<file path="config.mk">
export PLATFORM = sky130hd
export DESIGN_NAME = mcyc_ctrl
export DESIGN_NICKNAME = d
export VERILOG_FILES = /design/src/rtl/mcyc_ctrl.sv
export SDC_FILE = /design/constraint.sdc
export NUM_CORES = 1
export LEC_CHECK = 0
export CORE_MARGIN = 8
export CORE_UTILIZATION = 42
export DETAILED_ROUTE_END_ITERATION = 6
export GPL_ROUTABILITY_DRIVEN = 0
export PLACE_DENSITY = 0.86
export REMOVE_ABC_BUFFERS = 1
export SYNTH_ARGS = -nofsm -noshare
export SYNTH_HDL_FRONTEND = slang
export SYNTH_SLANG_ARGS = --single-unit
</file>
<file path="constraint.sdc">
create_clock -name clk -period 4.5 [get_ports clk]
set_input_delay 1.35 -clock clk [delete_from_list [all_inputs] [get_ports clk]]
set_output_delay 1.35 -clock clk [all_outputs]
set_load 0.02 [all_outputs]
</file>
<file path="src/rtl/mcyc_ctrl.sv">
// mcyc_ctrl: multicycle fetch/decode/execute/writeback controller with mem_ready wait states, timeout and sticky trap
// Ports: clk, reset (async, active-high); op/op_ext/branch_cond/PSR decode inputs; mem_ready handshake;
//   datapath selects/enables (WD_S, ALUA_S, ALUB_S, PC_S, PC_EN, REG_WR_EN, INSTR_EN, ALU_OUT_EN,
//   MEM_REG_EN, MEM_WR_S, MEM_S, SE_SIGN, PSR_EN), mem_req, trap, trap_cause, retired.
// Define MCYC_CTRL_PERF_CNT_EN to build the retired-instruction counter; otherwise retired is 0.
module mcyc_ctrl #(
  parameter int          MEM_TIMEOUT   = 15,
  parameter logic [15:0] ZERO_EXT_MASK = 16'h200E,
  parameter int          CNT_WIDTH     = 32
) (
  input  logic                 clk,
  input  logic                 reset,
  input  logic [3:0]           op,
  input  logic [3:0]           op_ext,
  input  logic [3:0]           branch_cond,
  input  logic [4:0]           PSR,
  input  logic                 mem_ready,
  output logic [1:0]           WD_S,
  output logic [1:0]           ALUA_S,
  output logic [1:0]           ALUB_S,
  output logic                 PC_S,
  output logic                 PC_EN,
  output logic                 REG_WR_EN,
  output logic                 INSTR_EN,
  output logic                 ALU_OUT_EN,
  output logic                 MEM_REG_EN,
  output logic                 MEM_WR_S,
  output logic                 MEM_S,
  output logic                 SE_SIGN,
  output logic                 PSR_EN,
  output logic                 mem_req,
  output logic                 trap,
  output logic [1:0]           trap_cause,
  output logic [CNT_WIDTH-1:0] retired
);
  localparam logic [3:0] S_FETCH = 4'd0, S_DECODE = 4'd1, S_RTYPE = 4'd2, S_ITYPE = 4'd3,
                         S_WRITE = 4'd4, S_LD_MEM = 4'd5, S_LD_WB = 4'd6, S_ST_MEM = 4'd7,
                         S_BR_DISP = 4'd8, S_JUMP = 4'd9, S_LINK_CALC = 4'd10, S_LINK_WR = 4'd11,
                         S_PC_UP = 4'd12, S_TRAP = 4'd13;
  localparam int WW = $clog2(MEM_TIMEOUT + 2);

  logic [3:0]    r_state, w_next;
  logic [WW-1:0] r_wait;
  logic [1:0]    r_cause;
  logic [7:0]    w_base;
  logic          w_cond, w_mem, w_tout, w_retire;

  // Condition codes come in true/inverted pairs: bc[3:1] picks the base term, bc[0] inverts it.
  assign w_base   = {1'b1, ~PSR[4] & ~PSR[3], ~PSR[1] & ~PSR[3], PSR[2], PSR[4], PSR[1], PSR[0], PSR[3]};
  assign w_cond   = w_base[branch_cond[3:1]] ^ branch_cond[0];
  assign w_mem    = r_state == S_FETCH || r_state == S_LD_MEM || r_state == S_ST_MEM;
  // Counter holds the number of low cycles already seen, so ready in cycle MEM_TIMEOUT still wins.
  assign w_tout   = MEM_TIMEOUT != 0 && w_mem && !mem_ready && r_wait == WW'(MEM_TIMEOUT - 1);
  assign w_retire = r_state == S_PC_UP || r_state == S_BR_DISP || r_state == S_JUMP || r_state == S_LINK_WR;
  assign trap_cause = r_cause;

  always_comb begin
    w_next = r_state;
    case (r_state)
      S_FETCH:     w_next = mem_ready ? S_DECODE : S_FETCH;
      S_DECODE:    case (op)
                     4'b0000: w_next = S_RTYPE;
                     4'b1100: w_next = w_cond ? S_BR_DISP : S_PC_UP;
                     4'b0100: case (op_ext)
                                4'b0000: w_next = S_LD_MEM;
                                4'b0100: w_next = S_ST_MEM;
                                4'b1000: w_next = S_LINK_CALC;
                                4'b1100: w_next = w_cond ? S_JUMP : S_PC_UP;
                                default: w_next = S_TRAP;
                              endcase
                     default: w_next = S_ITYPE;
                   endcase
      S_RTYPE:     w_next = op_ext == 4'b1011 ? S_PC_UP : S_WRITE;
      S_ITYPE:     w_next = op == 4'b1011 ? S_PC_UP : S_WRITE;
      S_WRITE:     w_next = S_PC_UP;
      S_LD_MEM:    w_next = mem_ready ? S_LD_WB : S_LD_MEM;
      S_LD_WB:     w_next = S_PC_UP;
      S_ST_MEM:    w_next = mem_ready ? S_PC_UP : S_ST_MEM;
      S_LINK_CALC: w_next = S_LINK_WR;
      S_TRAP:      w_next = S_TRAP;
      default:     w_next = S_FETCH;
    endcase
    if (w_tout) w_next = S_TRAP;
  end

  always_ff @(posedge clk or posedge reset) begin
    if (reset) begin
      r_state <= S_FETCH;
      r_wait  <= '0;
      r_cause <= 2'b00;
    end else begin
      r_state <= w_next;
      // Leaving or entering a memory state always happens with the counter at zero.
      r_wait  <= (w_mem && !mem_ready) ? r_wait + 1'b1 : '0;
      if (w_next == S_TRAP && r_state != S_TRAP) r_cause <= w_tout ? 2'b01 : 2'b10;
    end
  end

  // Outputs are gated by reset so FETCH's memory request never escapes while reset is held.
  always_comb begin
    {WD_S, ALUA_S, ALUB_S} = '0;
    {PC_S, PC_EN, REG_WR_EN, INSTR_EN, ALU_OUT_EN, MEM_REG_EN, MEM_WR_S, MEM_S, PSR_EN, mem_req, trap} = '0;
    SE_SIGN = 1'b1;
    if (!reset) begin
      case (r_state)
        S_FETCH:     begin MEM_S = 1'b1; mem_req = 1'b1; INSTR_EN = mem_ready; end
        S_RTYPE:     begin ALU_OUT_EN = 1'b1; PSR_EN = 1'b1; end
        S_ITYPE:     begin ALUA_S = 2'b01; ALU_OUT_EN = 1'b1; PSR_EN = 1'b1; SE_SIGN = ~ZERO_EXT_MASK[op]; end
        S_WRITE:     begin WD_S = 2'b11; REG_WR_EN = 1'b1; end
        S_LD_MEM:    begin mem_req = 1'b1; MEM_REG_EN = mem_ready; end
        S_LD_WB:     begin WD_S = 2'b10; REG_WR_EN = 1'b1; end
        S_ST_MEM:    begin mem_req = 1'b1; MEM_WR_S = 1'b1; end
        S_BR_DISP:   begin ALUA_S = 2'b01; ALUB_S = 2'b01; PC_S = 1'b1; PC_EN = 1'b1; end
        S_JUMP:      PC_EN = 1'b1;
        S_LINK_CALC: begin ALUA_S = 2'b01; ALU_OUT_EN = 1'b1; end
        S_LINK_WR:   begin WD_S = 2'b11; REG_WR_EN = 1'b1; PC_EN = 1'b1; end
        S_PC_UP:     begin ALUA_S = 2'b01; ALUB_S = 2'b10; PC_S = 1'b1; PC_EN = 1'b1; end
        S_TRAP:      trap = 1'b1;
        default:     ;
      endcase
    end
  end

`ifdef MCYC_CTRL_PERF_CNT_EN
  logic [CNT_WIDTH-1:0] r_retired;
  always_ff @(posedge clk or posedge reset) begin
    if (reset) r_retired <= '0;
    else if (w_retire) r_retired <= r_retired + 1'b1;
  end
  assign retired = r_retired;
`else
  logic w_unused;
  assign w_unused = w_retire;
  assign retired  = '0;
`endif
endmodule

</file>
==> impl_metrics.yaml <==
clocking:
  insertion_delay_ns: 0.26
  cts_tree: "yes"
  hold_buffers: 0
  cts.sink_count: 11
  cts_buffers: 3
  ctsResizeCount: 0
  cts_setup_buffers: 0
  htree_levels: 1
  clk_path_buf_depth: 2
  clkSlewWorstSetupHoldPaths_ns: 0.07
  cts-root-buf: "clkbuf_4"
layout:
  mostFrequentLayoutCells: "clkdlybuf4s50_1 (38), conb_1 (33), nor2_1 (24), nand2_1 (11), dfrtp_1 (11)"
  fill_cells: 301
  syn_to_final_growth_pct: 23.86
  final_cell_area_um2: 1624
  nets: 232
  antenna_cells: 0
  drive_gt1_share_pct: 7.177
  final_common_cell: "clkdlybuf4s50_1"
  final_cells: 242
power_and_ir_drop:
  p_int_mw: 0.3261
  clkPwrFrac_pct: 10.0
  p_per_area_nw_per_um2: 387.4
  peakVddDrop_v: 0.0001326
  p_leak_nw: 0.6871
  swShare_pct: 48.17
  p_comb_share_pct: 59.3
  net-switching-power_mw: 0.3030
  power_frac_seq_pct: 30.6
placement:
  dpl.cell_count: 238
  dp_slack_ns: 0.2106
  dp_hpwl_um: 2532
  place_area_um2: 1598
  port_buffers: 38
floorplanning:
  ios: 72
  start_util_pct: 43.67
  die_width_um: 71.88
  die_area_um2: 5166
  fp.dieH_um: 71.88
  core_area_um2: 3003
  row_count: 20
timing:
  rsz0062_at_grt: "false"
  fin_ws_ns: 0.1850
  fin_crit_sh_pct: 95.89
  slew_headroom_pct: 63.47
  slew_viol_final: 0
  min_period_ns: 4.315
  setup_violations: 0
  hold_viol_final: 0
  skew_ns: 0.006310
  fmax_mhz: 231.8
  worst-slew-pin-transition_ns: 0.5479
  setup_tns_ns: 0
synthesis:
  synth_warnings: 0
  synth_edf_count: 0
  synth_cell_type_count: 44
  avgSynthCellArea_um2: 7.624
  synth_cells: 172
  async_flop_share_pct: 100.0
  synth_flop_cell: "dfrtp_1"
  synth.yosys.seq_area_share_pct: 20.99
  syn_area_um2: 1311
  synth-seq-cells: 11
global_routing:
  grt_pass1_wl_um: 4954
  grt_pass1_vias: 1182
  grt_antenna_before_repair: 0
  grt.overflow.total: 0
  gr-usage-all-layers_pct: 11.38
  grt_start_max_net_pins: 20
critical_path:
  crit_fanout: 5
  path_common_cell: "clkdlybuf4s50_1"
  crit_type: "primary input to primary output"
  path_cells: "clkdlybuf4s50_1 -> inv_1 -> nor4_1 -> clkdlybuf4s50_1"
  end_kind: "primary output"
  arrival_ns: 2.97
  crit_slowest_cell: "clkdlybuf4s50_1"
  cp.required_ns: 3.15
  cp-start-kind: "primary input"
  critPathMaxStageDelay_ns: 0.66
detailed_routing:
  drtIter0Drc: 89
  drtAntennaViolNets: 0
  wire_per_inst_um: 12.44
  first_pass_iters: 4
  via_count: 1199
  vias_per_cell: 4.955
  drt_wl_total_um: 3010
  drc_errors: 0
job:
  maxCapViolCount: 0
status:
  status: "finished clean"
min_path:
  holdCritPathClass: "flop to flop"
==> worst max-delay path, delay by kind of cell <==
family        cells  cell delay (ns)
buf+inv           3             1.31
simple gates      1             0.30
==> area by class of cell <==
class	count	area (µm²)	area share, %
Multi-Input combinational cell	149	863.3	53.16
Clock buffer	4	26.28	1.618
Tap cell	33	41.29	2.542
Timing Repair Buffer	41	402.9	24.81
Inverter	4	15.01	0.9245
Sequential cell	11	275.3	16.95
==> state kept, by name, indices dropped and copies added, names as in the netlist <==
register	flops
r_wait	5
r_state	4
trap_cause	2
==> path summary, 6_finish.rpt <==
path / slack, ns / from / endpoint / depth (start not counted)
worst max-delay path: 0.18 / mem_ready / MEM_REG_EN / 4
worst min-delay path: 0.48 / r_wait[0] / r_wait[0] / 1
worst max register to register: 2.43 / r_state[0] / trap_cause[1] / 6
worst min register to register: 0.48 / r_wait[0] / r_wait[0] / 1
max in group asynchronous: 2.89 / reset / r_state[0] / 3
min in group asynchronous: 1.46 / reset / r_state[3] / 3
==> cells in the mapped netlist (all sizes together), types with 2 or more instances <==
| master | n | area share, % |
|---|---|---|
| buf | 37 | 20 |
| nor2 | 24 | 6.9 |
| dfrtp | 11 | 21 |
| nand2 | 11 | 3.1 |
| nor3 | 10 | 3.8 |
| nor2b | 8 | 3.8 |
| a21oi | 7 | 3.0 |
| o21ai | 6 | 2.6 |
| and2 | 4 | 1.9 |
| inv | 4 | 1.1 |
| nand3 | 4 | 1.5 |
| nor4 | 4 | 1.9 |
| xor2 | 4 | 2.7 |
| and3 | 3 | 1.4 |
| clkbuf | 3 | 0.86 |
| a211oi | 2 | 1.5 |
| a41oi | 2 | 1.3 |
| ha | 2 | 1.9 |
| mux2 | 2 | 2.0 |
| mux2i | 2 | 1.5 |
| nand4b | 2 | 1.3 |
| nor3b | 2 | 1.1 |
| o21a | 2 | 1.1 |
| xnor2 | 2 | 1.3 |
==> cells by family (layout without fill, tap and decap cells) <==
| group | after synthesis | in the layout | share of synthesized area [%] |
|---|---|---|---|
| fa+ha+maj | 2 | 2 | 1.908 |
| flops | 11 | 11 | 20.99 |
| buf+inv | 44 | 49 | 22.33 |
| simple gates | 78 | 78 | 31.39 |
| compound gates | 26 | 26 | 15.55 |
| xor+xnor | 6 | 6 | 4.008 |
| mux | 4 | 4 | 3.530 |
| other cells | 1 | 33 | 0.2860 |
==> metal layers <==
layer	wire, µm	vias to the layer above	track usage (%)	part of all wire, %
li1	-	610	-	-
met1	1306	538	12.55	43
met2	1475	49	20.04	49
met3	206	2	3.766	6.8
met4	22	0	3.401	0.73
met5	0	-	0	0
==> per-stage QoR <==
step / total power [mW] / util (%) / hold slack [ns]
2_1_floorplan: 0.4253 / - / 0.4532
3_3_place_gp: 0.5618 / 53.21 / 0.4713
3_5_place_dp: 0.5681 / 53.21 / 0.4779
4_1_cts: 0.6335 / 54.08 / 0.4870
5_1_grt: 0.6820 / 54.08 / 0.5307
6_report: 0.6291 / 54.08 / 0.4837
==> power groups by stage <==
stage               logic, mW  clock network [mW]  registers, mW
floorplan               0.243                   0          0.182
global placement        0.368                   0          0.194
detailed placement      0.374                   0          0.194
CTS                     0.376              0.0654          0.192
global route            0.408              0.0708          0.203
finish                  0.373              0.0631          0.193
(Power assumes the default switching activity.)
